===== config.mk =====
export PLATFORM = sky130hd
export DESIGN_NAME = gray_ptr_rx
export DESIGN_NICKNAME = d
export VERILOG_FILES = /design/src/rtl/gray_pkg.sv /design/src/rtl/sync2.sv /design/src/rtl/gray_ptr_rx.sv
export SDC_FILE = /design/constraint.sdc
export NUM_CORES = 1
export LEC_CHECK = 0
export ABC_AREA = 1
export CAP_MARGIN = 20
export CELL_PAD_IN_SITES_DETAIL_PLACEMENT = 0
export CELL_PAD_IN_SITES_GLOBAL_PLACEMENT = 1
export CORE_MARGIN = 2
export CORE_UTILIZATION = 33
export DETAILED_ROUTE_END_ITERATION = 6
export GPL_ROUTABILITY_DRIVEN = 0
export PLACE_DENSITY_LB_ADDON = 0.1
export SLEW_MARGIN = 30
export SYNTH_ARGS = -nofsm -noshare
export SYNTH_HDL_FRONTEND = slang
export SYNTH_HIERARCHICAL = 1
export SYNTH_SLANG_ARGS = --single-unit

===== constraint.sdc =====
create_clock -name clk -period 1.31 [get_ports clk]
set_input_delay 0.262 -clock clk [delete_from_list [all_inputs] [get_ports clk]]
set_output_delay 0.262 -clock clk [all_outputs]
set_load 0.01 [all_outputs]

===== src/rtl/gray_pkg.sv =====
// Shared gray-code helpers and width constants for the gray pointer receiver.
// Functions work on a wide vector so any pointer width up to GRAY_MAXW can use them.
package gray_pkg;

    localparam int GRAY_SIZE = 4;
    localparam int GRAY_MAXW = 32;

    typedef logic [GRAY_MAXW-1:0] gray_w_t;

    // Leading zeros decode to zeros, so narrower pointers can be zero-extended in
    // and truncated back out.
    function automatic gray_w_t gray2bin(input gray_w_t g);
        gray_w_t b;
        b[GRAY_MAXW-1] = g[GRAY_MAXW-1];
        for (int i = GRAY_MAXW - 2; i >= 0; i--) begin
            b[i] = b[i+1] ^ g[i];
        end
        return b;
    endfunction

    function automatic gray_w_t bin2gray(input gray_w_t b);
        return b ^ (b >> 1);
    endfunction

endpackage


===== src/rtl/sync2.sv =====
// Two-flop synchronizer for a multi-bit gray-coded bus.
// Ports: clk, rst_n (async active-low), d_i (async input), q_o (synchronized output).
module sync2 #(
    parameter int W = 4
) (
    input  logic         clk,
    input  logic         rst_n,
    input  logic [W-1:0] d_i,
    output logic [W-1:0] q_o
);

    logic [W-1:0] s1_q;
    logic [W-1:0] s2_q;

    always_ff @(posedge clk or negedge rst_n) begin
        if (!rst_n) begin
            s1_q <= '0;
            s2_q <= '0;
        end else begin
            s1_q <= d_i;
            s2_q <= s1_q;
        end
    end

    assign q_o = s2_q;

endmodule


===== src/rtl/gray_ptr_rx.sv =====
// Receive side of a gray-coded pointer crossing: synchronizes a remote write
// pointer, decodes it, tracks a local read pointer and flags illegal gray steps.
// Ports: clk, rst (async active-low), gray_in (remote gray pointer), rd_inc
// (advance request); bin_out, rd_ptr, avail, empty, rd_fire, upd, gray_err.
module gray_ptr_rx
    import gray_pkg::*;
#(
    parameter int SIZE = GRAY_SIZE
) (
    input  logic            clk,
    input  logic            rst,
    input  logic [SIZE-1:0] gray_in,
    input  logic            rd_inc,
    output logic [SIZE-1:0] bin_out,
    output logic [SIZE-1:0] rd_ptr,
    output logic [SIZE-1:0] avail,
    output logic            empty,
    output logic            rd_fire,
    output logic            upd,
    output logic            gray_err
);

    logic [SIZE-1:0] s2;
    logic [SIZE-1:0] s3_q;
    logic [SIZE-1:0] bin_q;
    logic [SIZE-1:0] bin_d;
    logic [SIZE-1:0] rd_q;
    logic [SIZE-1:0] rd_d;
    logic [SIZE-1:0] diff;
    logic            multi;
    logic            fire;
    logic            upd_q;
    logic            upd_d;
    logic            err_q;
    logic            err_d;

    sync2 #(
        .W(SIZE)
    ) u_sync (
        .clk  (clk),
        .rst_n(rst),
        .d_i  (gray_in),
        .q_o  (s2)
    );

    always_comb begin
        bin_d = SIZE'(gray2bin(GRAY_MAXW'(s2)));
        diff  = s2 ^ s3_q;
        // Clearing the lowest set bit leaves something only if two or more
        // bits flipped, i.e. popcount(diff) > 1.
        multi = |(diff & (diff - SIZE'(1)));
        fire  = rd_inc & (bin_q != rd_q);
        rd_d  = fire ? rd_q + SIZE'(1) : rd_q;
        upd_d = (bin_d != bin_q);
        err_d = err_q | multi;
    end

    always_ff @(posedge clk or negedge rst) begin
        if (!rst) begin
            s3_q  <= '0;
            bin_q <= '0;
            rd_q  <= '0;
            upd_q <= 1'b0;
            err_q <= 1'b0;
        end else begin
            s3_q  <= s2;
            bin_q <= bin_d;
            rd_q  <= rd_d;
            upd_q <= upd_d;
            err_q <= err_d;
        end
    end

    assign bin_out  = bin_q;
    assign rd_ptr   = rd_q;
    assign avail    = bin_q - rd_q;
    assign empty    = (bin_q == rd_q);
    assign rd_fire  = fire;
    assign upd      = upd_q;
    assign gray_err = err_q;

endmodule


# [Yosys cells after proc, flatten, opt, wreduce, memory -nomap -nowiden]
# Cells that the tools add are included.
# W data, S select, Z words.
[totals] ff_bits=22 latch_bits=0 ram_bits=0 rom_bits=0 input_bits=7 output_inout_bits=16 memories=0
[classes] addsub=3 mul=0 n_div=0 n_lt_le_gt_ge=0 n_eq_ne=3 n_shift=0 muxes=0 n_bitwise=7 n_reduce_logical=1
[ops] operator="$ne A4 B4 Y1" n=2
[ops] operator="$add A4 B1 Y4 const B" n=1
[ops] operator="$and A4 B4 Y4" n=1
[ops] operator="$eq A4 B4 Y1" n=1
[ops] operator="$reduce_or A4 Y1" n=1
[ops] operator="$sub A4 B1 Y4 const B" n=1
[ops] operator="$sub A4 B4 Y4" n=1
[ops] operator="$xor A4 B4 Y4" n=1
[ops] operator="$xor A1 B1 Y1" n=3
[ops] operator="$and A1 B1 Y1" n=1
[ops] operator="$or A1 B1 Y1" n=1

# [Logic depth before layout (Yosys ltp)]
# Gate-level depths: netlist of run 1.
[depth] depth_word=5 mapped_depth=9 depth_no_buf=9

# [Cells and area by module]
# The synthesis of run 1 kept the hierarchy.
[by_module_without_submodules] module="gray_ptr_rx" instances=1 cells_each=88 area_each_um2=792.0
[by_module_without_submodules] module="sync2" instances=1 cells_each=8 area_each_um2=200.2

# [Least setup slack after synthesis of run 1]
# OpenSTA, ideal clock, no wires.
[synth_timing] path_type="reg2out" startpoint="register bin_q[0], in the netlist bin_out[0]" endpoint="output port avail[2]" t_arrival_ns=1.298 setup_slack_ns=-0.250 stages_incl_launch_ff=5 path_buffers=0 cell_sequence="dfrtp_1 inv_1 ha_1 fa_1 xnor2_1"
[synth_between] elab_chain_len=1
[synth_rtl] element="start, declared" line_no="gray_ptr_rx.sv:25" text="logic [SIZE-1:0] bin_q;"
[synth_rtl] element="start signal, assigned" line_no="gray_ptr_rx.sv:67" text="bin_q <= bin_d;"
[synth_rtl] element="$sub A4 B4 Y4" line_no="gray_ptr_rx.sv:76" text="assign avail = bin_q - rd_q;"
[synth_rtl] element="end, declared" line_no="gray_ptr_rx.sv:16" text="output logic [SIZE-1:0] avail,"
# Every way passes these cells.

# [Worst setup path in the final report of run 1]
[layout_timing] startpoint="register bin_q[0], in the netlist bin_out[0]" endpoint="output port avail[1]"
# The elaborated chain is that of the path after synthesis.

==> key figures, run 1 <==
Drt
  – DRT iter0 DRCs: 15
  – DRC Markers: 1
  – DR WL/cell: 11.24 µm
  – Via-to-Cell Ratio: 4.369
  – 1st-pass router iterations: 6
  – Post-route antenna net violation count: 0
  – Total number of vias: 769
  – Routed WL: 1.979 mm

Global route
  – Largest net degree at the start of global routing: 22
  – Vias in the first global route: 755
  – First-pass GRT wire length: 3.318 mm
  – Overflow after GRT: 0
  – GRT Total Usage: 0.1285
  – Initial antenna violation count: 0

Synthesis
  – Distinct cells, synth: 23
  – Yosys reg bits: 21
  – Synth Instances: 96
  – Synth Warn #: 6
  – Synthesized Nets: 108
  – Sequential area share after synthesis: 0.5296
  – Netlist Area Pre-Place: 992.2 µm²
  – Synthesized area per cell: 10.34 µm²

CTS
  – H-tree depth: 1
  – TritonCTS clock tree: yes
  – Worst skew pair latency: 310 ps
  – # hold bufs at CTS: 0
  – Reg clk slew, reported paths: 130 ps
  – CTS buffer count: 3
  – Clock root cell: clkbuf_4
  – Clk sink count: 21
  – Clk buf depth: 2

Setup path
  – Crit path required time: 1050 ps
  – Max FO, Critical Path: 2
  – CP startpoint kind: flip-flop
  – Flop-to-flop setup slack: -60 ps
  – WS Path Type: flip-flop to output port
  – Arr. time, crit path: 1600 ps
  – CP Capture Type: output port

STA
  – Peak Freq: 537.3 MHz
  – Aggregate negative setup slack: -2948 ps
  – Pins over their slew limit: 0
  – RSZ-0062 raised after global routing: yes
  – Final worst slack: -551.3 ps
  – Final min period: 1861 ps
  – Hold Vio Cnt, Final: 0
  – Worst slew pin tran: 300.2 ps
  – Setup Skew: 3.648 ps
  – Period utilization: 1.421
  – Setup-failing EPs final: 12
  – Hold_ws: 285.6 ps
  – Worst slew margin: 0.7989

Cells and area
  – Fillers: 252
  – Area Growth Syn to Fin: 57.38%
  – Nets: 158
  – Antenna Cells: 0
  – Finished Layout Cells: 176
  – Design Area, Final: 1562 µm²
  – Share of post-route cells with drive strength above 1: 0.5241

Place
  – Port Buffer Count: 22
  – Hpwl dp: 1.416 mm
  – Instance area at placement: 1433 µm²
  – Placed Instances: 165

Pwr
  – Worst vdd ir: 1.117 mV
  – PwrDens: 1891 nW/µm²
  – Leak: 0.0007472 µW

Floorplan
  – Starting Density: 0.3537
  – Row cnt: 19
  – Placeable Area: 2805 µm²
  – Die area: 3462 µm²
  – I/O pin total: 23
  – Chip width: 58.84 µm
  – Die height: 58.84 µm

Run status
  – Status: finished, violations left
  – Violated checks: DRC, setup timing

Hold path
  – Class of the worst hold path: input pin to async pin

Job
  – Max_cap viols: 0
[critical path: stages, from the launching register on]
cell and delay [ps]:
dfrtp_1 390, inv_2 60, ha_4 160, fa_2 530
inv_2 30, buf_6 110
[flip-flops by register name, summed over array words and instances, names as in the netlist]
register / count
gray_err: 1
u_sync/q_o: 4
bin_out: 4
u_sync/s1_q: 4
upd: 1
rd_ptr: 4
s3_q: 3
[cell usage in the layout, fill, tap and decap left out, types with 4 or more instances in the layout]
master	synthesis	final
nand2_1	19	15
xnor2_1	7	5
buf_4	1	14
inv_2	2	9
nand2_2	4	8
dfrtp_1	21	18
inv_1	12	5
nand3_1	8	8
buf_6	0	20
clkdlybuf4s50_1	0	6
buf_2	0	4
[final timing paths]
path / cells after the start / end / from
max reg2reg: 9 / rd_ptr[1] / bin_out[1]
min reg2reg: 0 / u_sync/q_o[3] / u_sync/s1_q[3]
max: 5 / avail[1] / bin_out[0]
min in group clk: 0 / u_sync/q_o[3] / u_sync/s1_q[3]
min: 2 / gray_err / rst
max in group asynchronous: 2 / rd_ptr[1] / rst
[power by group]
group          internal, µW  switching, µW  total [µW]
Combinational          1040            752        1790
Clock                   116            212         328
Sequential              749           86.9         835
[logic make-up after synthesis]
logic type,synth area share
DFF,0.5296
AOI/OAI and AO/OA,0.03152
and+or+nand+nor,0.2056
adders and majority gates,0.07062
xor gates and xnor gates,0.09585
buffers and inverters,0.06684
[area by class of cell]
| class | count | area (µm²) | share of cell area |
|---|---|---|---|
| inverters | 15 | 58.81 | 0.03766 |
| repair buffers | 46 | 427.9 | 0.2740 |
| clock buffers | 3 | 22.52 | 0.01442 |
| flip-flops and latches | 21 | 529.3 | 0.3389 |
| clock inverters | 1 | 7.507 | 0.004808 |
| multi-input cells | 59 | 476.7 | 0.3053 |
| well taps | 31 | 38.79 | 0.02484 |
[routing by layer]
| layer | up-vias | global-route usage | share of wire |
|---|---|---|---|
| met5 | - | 0 | 0 |
| met4 | 0 | 0.03247 | 0.0051 |
| met3 | 2 | 0.05495 | 0.060 |
| met2 | 18 | 0.2000 | 0.49 |
| met1 | 358 | 0.1650 | 0.44 |
| li1 | 391 | - | - |
[repair_timing]
action | 4_1_cts | 5_1_grt
setup endpoints to repair | 20 | 17
pin swaps | 6 | 7
gates resized for setup | 77 | 15
setup buffers | 7 | 8
[through the flow]
step,setup slack (ps),power [µW],util
6_report,-551.3,2953,0.5566
4_1_cts,-599.9,2880,0.5370
5_1_grt,-604.7,3173,0.5566
2_1_floorplan,-133.6,1652,-
3_3_place_gp,-571.7,2402,0.5107
3_5_place_dp,-616.0,2409,0.5107
[cells in the mapped netlist]
cell type | n | area share
nand2_4 | 1 | 0.011
nand2_1 | 19 | 0.072
xnor2_1 | 7 | 0.062
a21oi_1 | 1 | 0.0050
xor2_1 | 2 | 0.018
inv_1 | 12 | 0.045
nand3_1 | 8 | 0.040
nand2_2 | 4 | 0.025
o21ai_2 | 1 | 0.0088
dfrtp_1 | 21 | 0.53
o21a_1 | 1 | 0.0076
inv_4 | 1 | 0.0063
nand3b_1 | 1 | 0.0076
o21ai_1 | 1 | 0.0050
buf_4 | 1 | 0.0076
nand3_2 | 2 | 0.020
o21ai_0 | 1 | 0.0050
xnor2_2 | 1 | 0.016
ha_1 | 4 | 0.050
nor2_1 | 3 | 0.011
inv_2 | 2 | 0.0076
nand3_4 | 1 | 0.018
fa_1 | 1 | 0.020
Note: power is estimated with default switching activity, not from simulation.
==> inputs of run 2 (changes only) <==
ABC_AREA = not set   (was 1)
CORE_UTILIZATION = 34   (was 33)
==> key figures, run 2 <==
Run status
  – Status: finished, violations left
  – Violated checks: setup timing

Synthesis
  – Adder and majority gate portion of the synthesized area: 0.08511 (+0.01449)
  – Yosys reg bits: 21 (unchanged)
  – Synth top cells by count: 21 x dfrtp_1, 8 x inv_1, 8 x xnor2_1, 5 x xor2_1
  – Most common cell in the netlist: dfrtp_1
  – Top cells by area, synth: dfrtp_1 56%, xnor2_1 7.4%, ha_1 5.3%
  – Ys async rst share: 1.000 (unchanged)
  – EDFF count, synth: 0 (unchanged)
  – Synth Area in Compound Gates: 0.07181 (+0.04028)
  – Leading area contributor after synthesis: dfrtp_1
  – Netlist Area Pre-Place: 940.9 µm² (-5.2%)
  – Post-synthesis mux area share: 0 (unchanged)
  – Synthesized area per cell: 12.89 µm² (+25%)
  – Synthesized Nets: 85 (-21%)
  – Main synth FF type: dfrtp_1
  – Sequential area share after synthesis: 0.5585 (+0.02888)
  – Post-synth top area share: 0.5585 (+0.02888)
  – Synth Warn #: 6 (unchanged)
  – Xor and xnor area share after synthesis: 0.1649 (+0.06906)
  – Synth Instances: 73 (-24%)
  – Distinct cells, synth: 24 (+4.3%)
  – Post-Synth Simple-Gate Area: 0.06649 (-0.1391)
  – Largest family of logic cells by synthesized area: XOR/XNOR gates

Global route
  – Largest net degree at the start of global routing: 22 (unchanged)
  – Initial antenna violation count: 0 (unchanged)
  – GRT Total Usage: 0.1449 (+0.01643)
  – Overflow after GRT: 0 (unchanged)
  – First-pass GRT wire length: 3.512 mm (+5.8%)
  – Vias in the first global route: 803 (+6.4%)

CTS
  – H-tree depth: 1 (unchanged)
  – CTS buffer count: 3 (unchanged)
  – Clk buf depth: 2 (unchanged)
  – Clock root cell: clkbuf_4
  – Reg clk slew, reported paths: 110 ps (-20 ps)
  – TritonCTS clock tree: yes
  – # hold bufs at CTS: 0 (unchanged)
  – Worst skew pair latency: 300 ps (about the same)
  – Clk sink count: 21 (unchanged)

Place
  – Port Buffer Count: 22 (unchanged)
  – Instance area at placement: 1403 µm² (-2.1%)
  – Hpwl dp: 1.285 mm (-9.3%)

Drt
  – DR WL/cell: 11.50 µm (+2.3%)
  – Total number of vias: 724 (-5.9%)
  – Via-to-Cell Ratio: 4.442 (+1.7%)
  – Routed WL: 1.875 mm (-5.3%)
  – Post-route antenna net violation count: 0 (unchanged)
  – DRC Markers: 0 (-1)
  – DRT iter0 DRCs: 8 (-7)
  – 1st-pass router iterations: 4 (-2)

STA
  – Setup Skew: 1.572 ps (-2.076 ps)
  – Worst slew margin: 0.8245 (+0.02564)
  – Period utilization: 1.409 (-0.01151)
  – Pins over their slew limit: 0 (unchanged)
  – Peak Freq: 541.7 MHz (+0.82%)
  – Setup-failing EPs final: 15 (+3)
  – Final worst slack: -536.2 ps (+15.07 ps)
  – Worst slew pin tran: 263.2 ps (-36.98 ps)
  – Hold Vio Cnt, Final: 0 (unchanged)
  – Final min period: 1846 ps (-15.07 ps)
  – RSZ-0062 raised after global routing: yes

Cells and area
  – Register area: 531.8 µm² (+0.47%)
  – Antenna Cells: 0 (unchanged)
  – Final Util: 0.6050 (+0.04838)
  – Fillers: 230 (-8.7%)
  – Commonest non-fill, non-tap cell in the layout: buf_4
  – Area Growth Syn to Fin: 72.74%
  – Multi-input logic area: 488.0 µm² (+2.4%)
  – Highest-count cells in the layout ignoring fill and taps: 24 x buf_4, 19 x buf_6, 16 x dfrtp_1
  – Nets: 145 (-8.2%)
  – Share of post-route cells with drive strength above 1: 0.6439 (+0.1198)
  – Design Area, Final: 1625 µm² (+4.1%)

Pwr
  – Clock share of power: 0.101 (-0.010)
  – Worst vdd ir: 1.717 mV (+54%)
  – Sw frac: 0.3534 (-0.002497)
  – PwrDens: 1864 nW/µm² (-1.4%)
  – Sequential Power Share: 0.282 (about the same)
  – Cell internal pwr: 1959 µW (+3.0%)
  – Sw power: 1070 µW (+1.9%)
  – Comb pwr share: 0.618 (+0.012)
  – Leak: 0.0007430 µW (-0.56%)

Floorplan
  – Starting Density: 0.3503 (-0.003446)
  – Chip width: 56.61 µm (-3.8%)
  – I/O pin total: 23 (unchanged)
  – Die area: 3204 µm² (-7.4%)
  – Die height: 56.61 µm (-3.8%)
  – Row cnt: 19 (unchanged)
  – Placeable Area: 2686 µm² (-4.2%)

Job
  – Max_cap viols: 0 (unchanged)

Setup path
  – Arr. time, crit path: 1580 ps (-20 ps)
  – Max FO, Critical Path: 2 (unchanged)
  – CP Capture Type: output port
  – CP startpoint kind: flip-flop
  – Crit path required time: 1050 ps (about the same)
  – WS Path Type: flip-flop to output port

Hold path
  – Class of the worst hold path: input pin to async pin
==> run 2: power by group through the flow <==
stage	sequential [µW]	clock, µW	combinational, µW
6_report	854	304	1870
5_1_grt	869	358	2040
4_1_cts	852	331	1800
3_5_place_dp	848	0	1640
3_3_place_gp	845	0	1640
2_1_floorplan	928	0	794
==> run 2: cells by family (layout without fill, tap and decap cells) <==
| group | Yosys count | count (layout) |
|---|---|---|
| compound gates | 8 | 8 |
| fa+ha+maj | 6 | 6 |
| xor+xnor | 15 | 15 |
| buf+inv | 11 | 70 |
| flops | 21 | 21 |
| simple gates | 12 | 12 |
==> run 2: stage by stage <==
stage,cells,setup slack (ps),hold WS (ps),TNS [ps],total power [µW]
2_1_floorplan,73,-140.5,-33.59,-634.4,1722
3_3_place_gp,143,-588.0,331.7,-3370,2482
3_5_place_dp,143,-600.4,335.8,-3453,2485
4_1_cts,159,-559.6,284.3,-3692,2987
5_1_grt,163,-621.9,311.3,-4900,3264
6_report,163,-536.2,288.2,-3827,3029
==> run 2: timing repair <==
item	in CTS	in global routing
pin swaps	13	4
setup endpoints to repair	21	18
gates resized for setup	84	14
setup buffers	14	7
==> run 2: critical path: stages, from the launching register on <==
cell and delay [ps]:
dfrtp_2 450, ha_4 170, fa_2 520, inv_2 30, buf_6 100
==> run 2: area by class of cell <==
cell class / count / share of cell area
clock buffer: 3 / 0.01386
inverter: 8 / 0.02002
timing repair buffer: 58 / 0.3118
tap: 31 / 0.02386
multi-input combinational: 41 / 0.3002
sequential: 21 / 0.3272
clock inverter: 1 / 0.003079
==> run 2: worst paths after layout <==
check,endpoint,from,slack (ps),depth (start not counted)
worst max-delay path,avail[1],rd_ptr[0],-540,4
min in group clk,u_sync/q_o[1],u_sync/s1_q[1],360,0
max in group asynchronous,bin_out[1],rst,790,2
worst min-delay path,gray_err,rst,290,2
worst min register to register,u_sync/q_o[1],u_sync/s1_q[1],360,0
worst max register to register,rd_ptr[3],bin_out[1],-260,7
==> run 2: routing by layer <==
layer,GRT usage,share of wire,vias up
li1,-,-,352
met1,0.1806,0.46,353
met2,0.2342,0.49,15
met3,0.03226,0.036,4
met4,0.07483,0.017,0
met5,0,0,-
==> RTL change 1 (config.mk and constraints of run 1) <==
`GRAY_SIZE`: 4 -> 2.
--- a/src/rtl/gray_pkg.sv
+++ b/src/rtl/gray_pkg.sv
@@ -3,5 +3,5 @@
 package gray_pkg;
 
-    localparam int GRAY_SIZE = 4;
+    localparam int GRAY_SIZE = 2;
     localparam int GRAY_MAXW = 32;
 
Interface: changed (resized avail, bin_out, gray_in and rd_ptr); port bits go from 23 to 15. The function was not compared with the original's and may differ.
==> RTL change 1 against run 1 <==
The flow finishes with violations (setup timing). Power shrank 53%. Critical path depth is the same. Die area shrank 51%. Cell area shrank 52%. Synthesized area shrank 54%. Sequential cell count shrank 10. First-iteration DRC count shrank 87%. Routed wire length shrank 53%. Via count shrank 51%. Clock power shrank 32%. Worst setup slack gained 0.33 ns.
==> RTL change 1: results (changes against run 1) <==
{| class="wikitable"
! Metric !! Value
|-
| Final nets || 81 (-49%)
|-
| Placement Cell Area || 657 µm² (-54%)
|-
| Post-Synthesis Net Count || 51 (-53%)
|-
| Worst setup path startpoint || rd_ptr[0]
|-
| Adder-cell share of the synthesized area || 2.76% (-4.3 points)
|-
| Met2 wire length || 484 µm (-50%)
|-
| Post-synthesis compound-gate area fraction || 0% (-3.2 points)
|-
| Number of cell instances on the worst register-to-register path || 5 (-4)
|-
| Violations in the final reports || setup timing
|-
| Capturing instance or port of the critical path || rd_fire
|-
| Wl on met1 || 383 µm (-56%)
|-
| Maximum number of pins on one net before global-route repair || 12 (-45%)
|-
| Met3 wire length || 54 µm (-55%)
|-
| Layout fillers || 108 (-57%)
|-
| Wire length of the first global-routing pass || 1450 µm (-56%)
|-
| Number of setup buffers added after CTS || 6 (-1)
|-
| Number of distinct library cells after synthesis || 10 (-57%)
|-
| Detailed-routing iteration count for the pre-antenna-repair pass || 4 (-2)
|-
| Setup slack of the critical path after layout || -0.226 ns (+0.325 ns)
|-
| Highest-delay cell along the critical path || sky130_fd_sc_hd__dfrtp_1
|-
| Transition time at the pin with the least slew margin || 0.483 ns (+0.183 ns)
|-
| Static leakage || 0.398 nW (-47%)
|-
| RR Endpoint || rd_ptr[0]
|-
| Met1 usage in global routing || 17.3% (+0.84 points)
|-
| Synthesized-area fraction occupied by xor and xnor cells || 9.67% (+0.085 points)
|-
| Met3 global-route usage || 3.26% (-2.2 points)
|-
| Gate family responsible for the most delay along the worst path || flip-flops
|-
| Final setup violating endpoints || 5 (-7)
|-
| Fraction of layout cells with a size suffix above 1 || 43.2% (-9.2 points)
|-
| Vias in the first global route || 373 (-51%)
|-
| Final total negative setup slack || -0.771 ns (+2.18 ns)
|-
| Count of H-tree levels built during CTS || 1 (unchanged)
|-
| # resized after CTS || 39 (-49%)
|-
| Final WL || 928 µm (-53%)
|-
| Detailed placer's ending HPWL || 649 µm (-54%)
|-
| Share of the yosys chip area belonging to registers || 60.8% (+7.8 points)
|-
| Register-to-Register Setup Slack || 0.15 ns (+0.21 ns)
|-
| Final Skew || 0.00749 ns (+0.00385 ns)
|-
| Outcome || complete, but fails checks
|}
==> RTL change 1: cell type report <==
type                            instances  area (µm²)  share of cell area (%)
Sequential cell                        11         275                    36.8
Multi-Input combinational cell         24         174                    23.2
Timing Repair Buffer                   26         220                    29.4
Tap cell                               15        18.8                    2.51
Clock buffer                            4        26.3                    3.51
Inverter                                9        33.8                    4.52
==> RTL change 1: metrics by stage <==
stage                     util (%)  setup WS [ns]  hold WS [ns]  power [mW]  instances
after floorplan                  -         0.0298       -0.0336       0.671         45
after global placement        51.1         -0.392         0.336        1.00         80
after detailed placement      51.1         -0.444         0.340        1.02         80
after CTS                     57.5         -0.260         0.328        1.33         90
after global routing          58.2         -0.282         0.350        1.50         89
final                         58.2         -0.226         0.321        1.39         89
==> RTL change 1: power by group <==
part | internal, mW | switching, mW | leakage, nW
logic | 0.407 | 0.334 | 0.258
registers | 0.388 | 0.0433 | 0.125
clock network | 0.118 | 0.105 | 0.0150
==> RTL change 2 (settings of run 1) <==
Without the edit above. Reset style: synchronous (`rst` and `rst_n`), changed in 2 clocked blocks. Comments in the files are not updated.
--- a/src/rtl/sync2.sv
+++ b/src/rtl/sync2.sv
@@ -13,5 +13,5 @@
     logic [W-1:0] s2_q;
 
-    always_ff @(posedge clk or negedge rst_n) begin
+    always_ff @(posedge clk) begin
         if (!rst_n) begin
             s1_q <= '0;
--- a/src/rtl/gray_ptr_rx.sv
+++ b/src/rtl/gray_ptr_rx.sv
@@ -56,5 +56,5 @@
     end
 
-    always_ff @(posedge clk or negedge rst) begin
+    always_ff @(posedge clk) begin
         if (!rst) begin
             s3_q  <= '0;
Behaviour: differs if rst is asserted again (counterexample within 4 cycles, from zero or initial values and one cycle with rst low); with rst held inactive, the same outputs for 10 cycles.
==> RTL change 2 against run 1 <==
The run ends with setup timing left. Routed wire length down 0.25%. Worst setup slack improved by 0.082 ns. Cell area shrank 4.9%. Utilization fell by 3.2 points. Global-route usage decreased by 0.078 points. Synthesized area is 1.0% higher. Via count up 11%. Sequential cell count is the same. Critical path depth did not move. Count of clock-buffer cells in the layout increased by 1. Hold slack improved by 0.14 ns. Largest cell class is now multi-input gates. Highest routed layer unchanged.
Power is not compared: it rests on default switching activity, and its combinational part moved more than twofold at a synthesized area within 25%.
==> RTL change 2: results (changes against run 1) <==
{| class="wikitable"
! Metric !! Value
|-
| Wire length of the first global-routing pass || 3370 µm (+1.5%)
|-
| Outcome || complete, but fails checks
|-
| Post-Synthesis Net Count || 142 (+31%)
|-
| Post-synthesis compound-gate area fraction || 4.49% (+1.3 points)
|-
| Vias in the first global route || 772 (+2.3%)
|-
| Number of distinct library cells after synthesis || 19 (-17%)
|-
| Count of H-tree levels built during CTS || 1 (unchanged)
|-
| Post-synth top cells || sky130_fd_sc_hd__nand2_1, sky130_fd_sc_hd__inv_1, sky130_fd_sc_hd__dfxtp_1
|-
| Detail-routed via count per cell || 4.29 (-1.9%)
|-
| Number of setup buffers added after CTS || 1 (-6)
|-
| Total routing usage reported by global routing || 12.8% (-0.078 points)
|-
| # resized after CTS || 57 (-26%)
|-
| Dominant synthesized flop cell || sky130_fd_sc_hd__dfxtp_1
|-
| Mux cell area share after synthesis || 0% (unchanged)
|-
| Adder-cell share of the synthesized area || 6.99% (-0.071 points)
|-
| Transition time at the pin with the least slew margin || 0.295 ns (-0.00550 ns)
|-
| Setup slack at placement || -0.514 ns (+0.102 ns)
|-
| Worst Hold Path Cells || 2
|-
| Synthesized-area fraction occupied by xor and xnor cells || 8.61% (-0.97 points)
|-
| Placement Cell Area || 1410 µm² (-1.7%)
|-
| Count of synthesis-stage warnings from yosys || 6 (unchanged)
|-
| Leading cell type by number of instances after synthesis || sky130_fd_sc_hd__nand2_1
|-
| Number of antenna diodes || 0 (unchanged)
|-
| Final WL || 1970 µm (-0.25%)
|-
| Share of the yosys chip area belonging to registers || 41.9% (-11 points)
|-
| Final nets || 181 (+15%)
|-
| Final total negative setup slack || -2.13 ns (+0.815 ns)
|-
| Detailed-routing iteration count for the pre-antenna-repair pass || 2 (-4)
|-
| Cell count after placement || 195 (+18%)
|-
| Fraction of registers with async set/reset || 0% (-100 points)
|-
| Final Skew || 0.00456 ns (+0.000913 ns)
|-
| Final setup violating endpoints || 9 (-3)
|-
| Maximum number of pins on one net before global-route repair || 14 (-36%)
|-
| Violations in the final reports || setup timing
|-
| Most area-consuming cells after synthesis || sky130_fd_sc_hd__dfxtp_1, sky130_fd_sc_hd__nand2_1, sky130_fd_sc_hd__inv_1
|-
| Number of cell instances on the worst register-to-register path || 11 (+2)
|-
| Gate family responsible for the most delay along the worst path || adder cells
|-
| Post-synthesis cell count || 130 (+35%)
|-
| Highest-delay cell along the critical path || sky130_fd_sc_hd__fa_2
|-
| Setup slack of the critical path after layout || -0.469 ns (+0.0819 ns)
|-
| Violation count after the first detailed-routing iteration || 12 (-3)
|-
| Detailed placer's ending HPWL || 1580 µm (+12%)
|-
| Kind of path behind the tightest hold check || reg2reg
|-
| Via count || 853 (+11%)
|-
| Fraction of layout cells with a size suffix above 1 || 42.9% (-9.6 points)
|-
| CTS buffer count || 3 (unchanged)
|}
[RTL change 2: cell count changes after synthesis, sizes merged, moves of 3 or more]
cell	before	now
inv	15	28
xnor2	8	5
nor2	3	8
a21oi	1	6
dfxtp	0	21
nand2	24	35
dfrtp	21	0
[RTL change 2: final timing paths]
kind | start | endpoint | slack, ns
min | u_sync/s1_q[1] | u_sync/q_o[1] | 0.42
max | bin_out[0] | avail[1] | -0.47
max reg2reg | bin_out[0] | rd_ptr[0] | -0.07
min reg2reg | u_sync/s1_q[1] | u_sync/q_o[1] | 0.42
[RTL change 2: layer usage]
layer,part of all wire [%],track usage (%),up-vias
li1,-,-,465
met1,49,16.9,372
met2,46,20.2,14
met3,4.1,4.37,2
met4,0.86,2.92,0
met5,0,0,-
[RTL change 2: final cells by class]
cell class | instances | area (µm²)
fillers | 280 | 1340
multi-input cells | 78 | 553
flip-flops and latches | 21 | 444
repair buffers | 37 | 313
inverters | 28 | 110
well taps | 31 | 38.8
clock buffers | 4 | 26.3
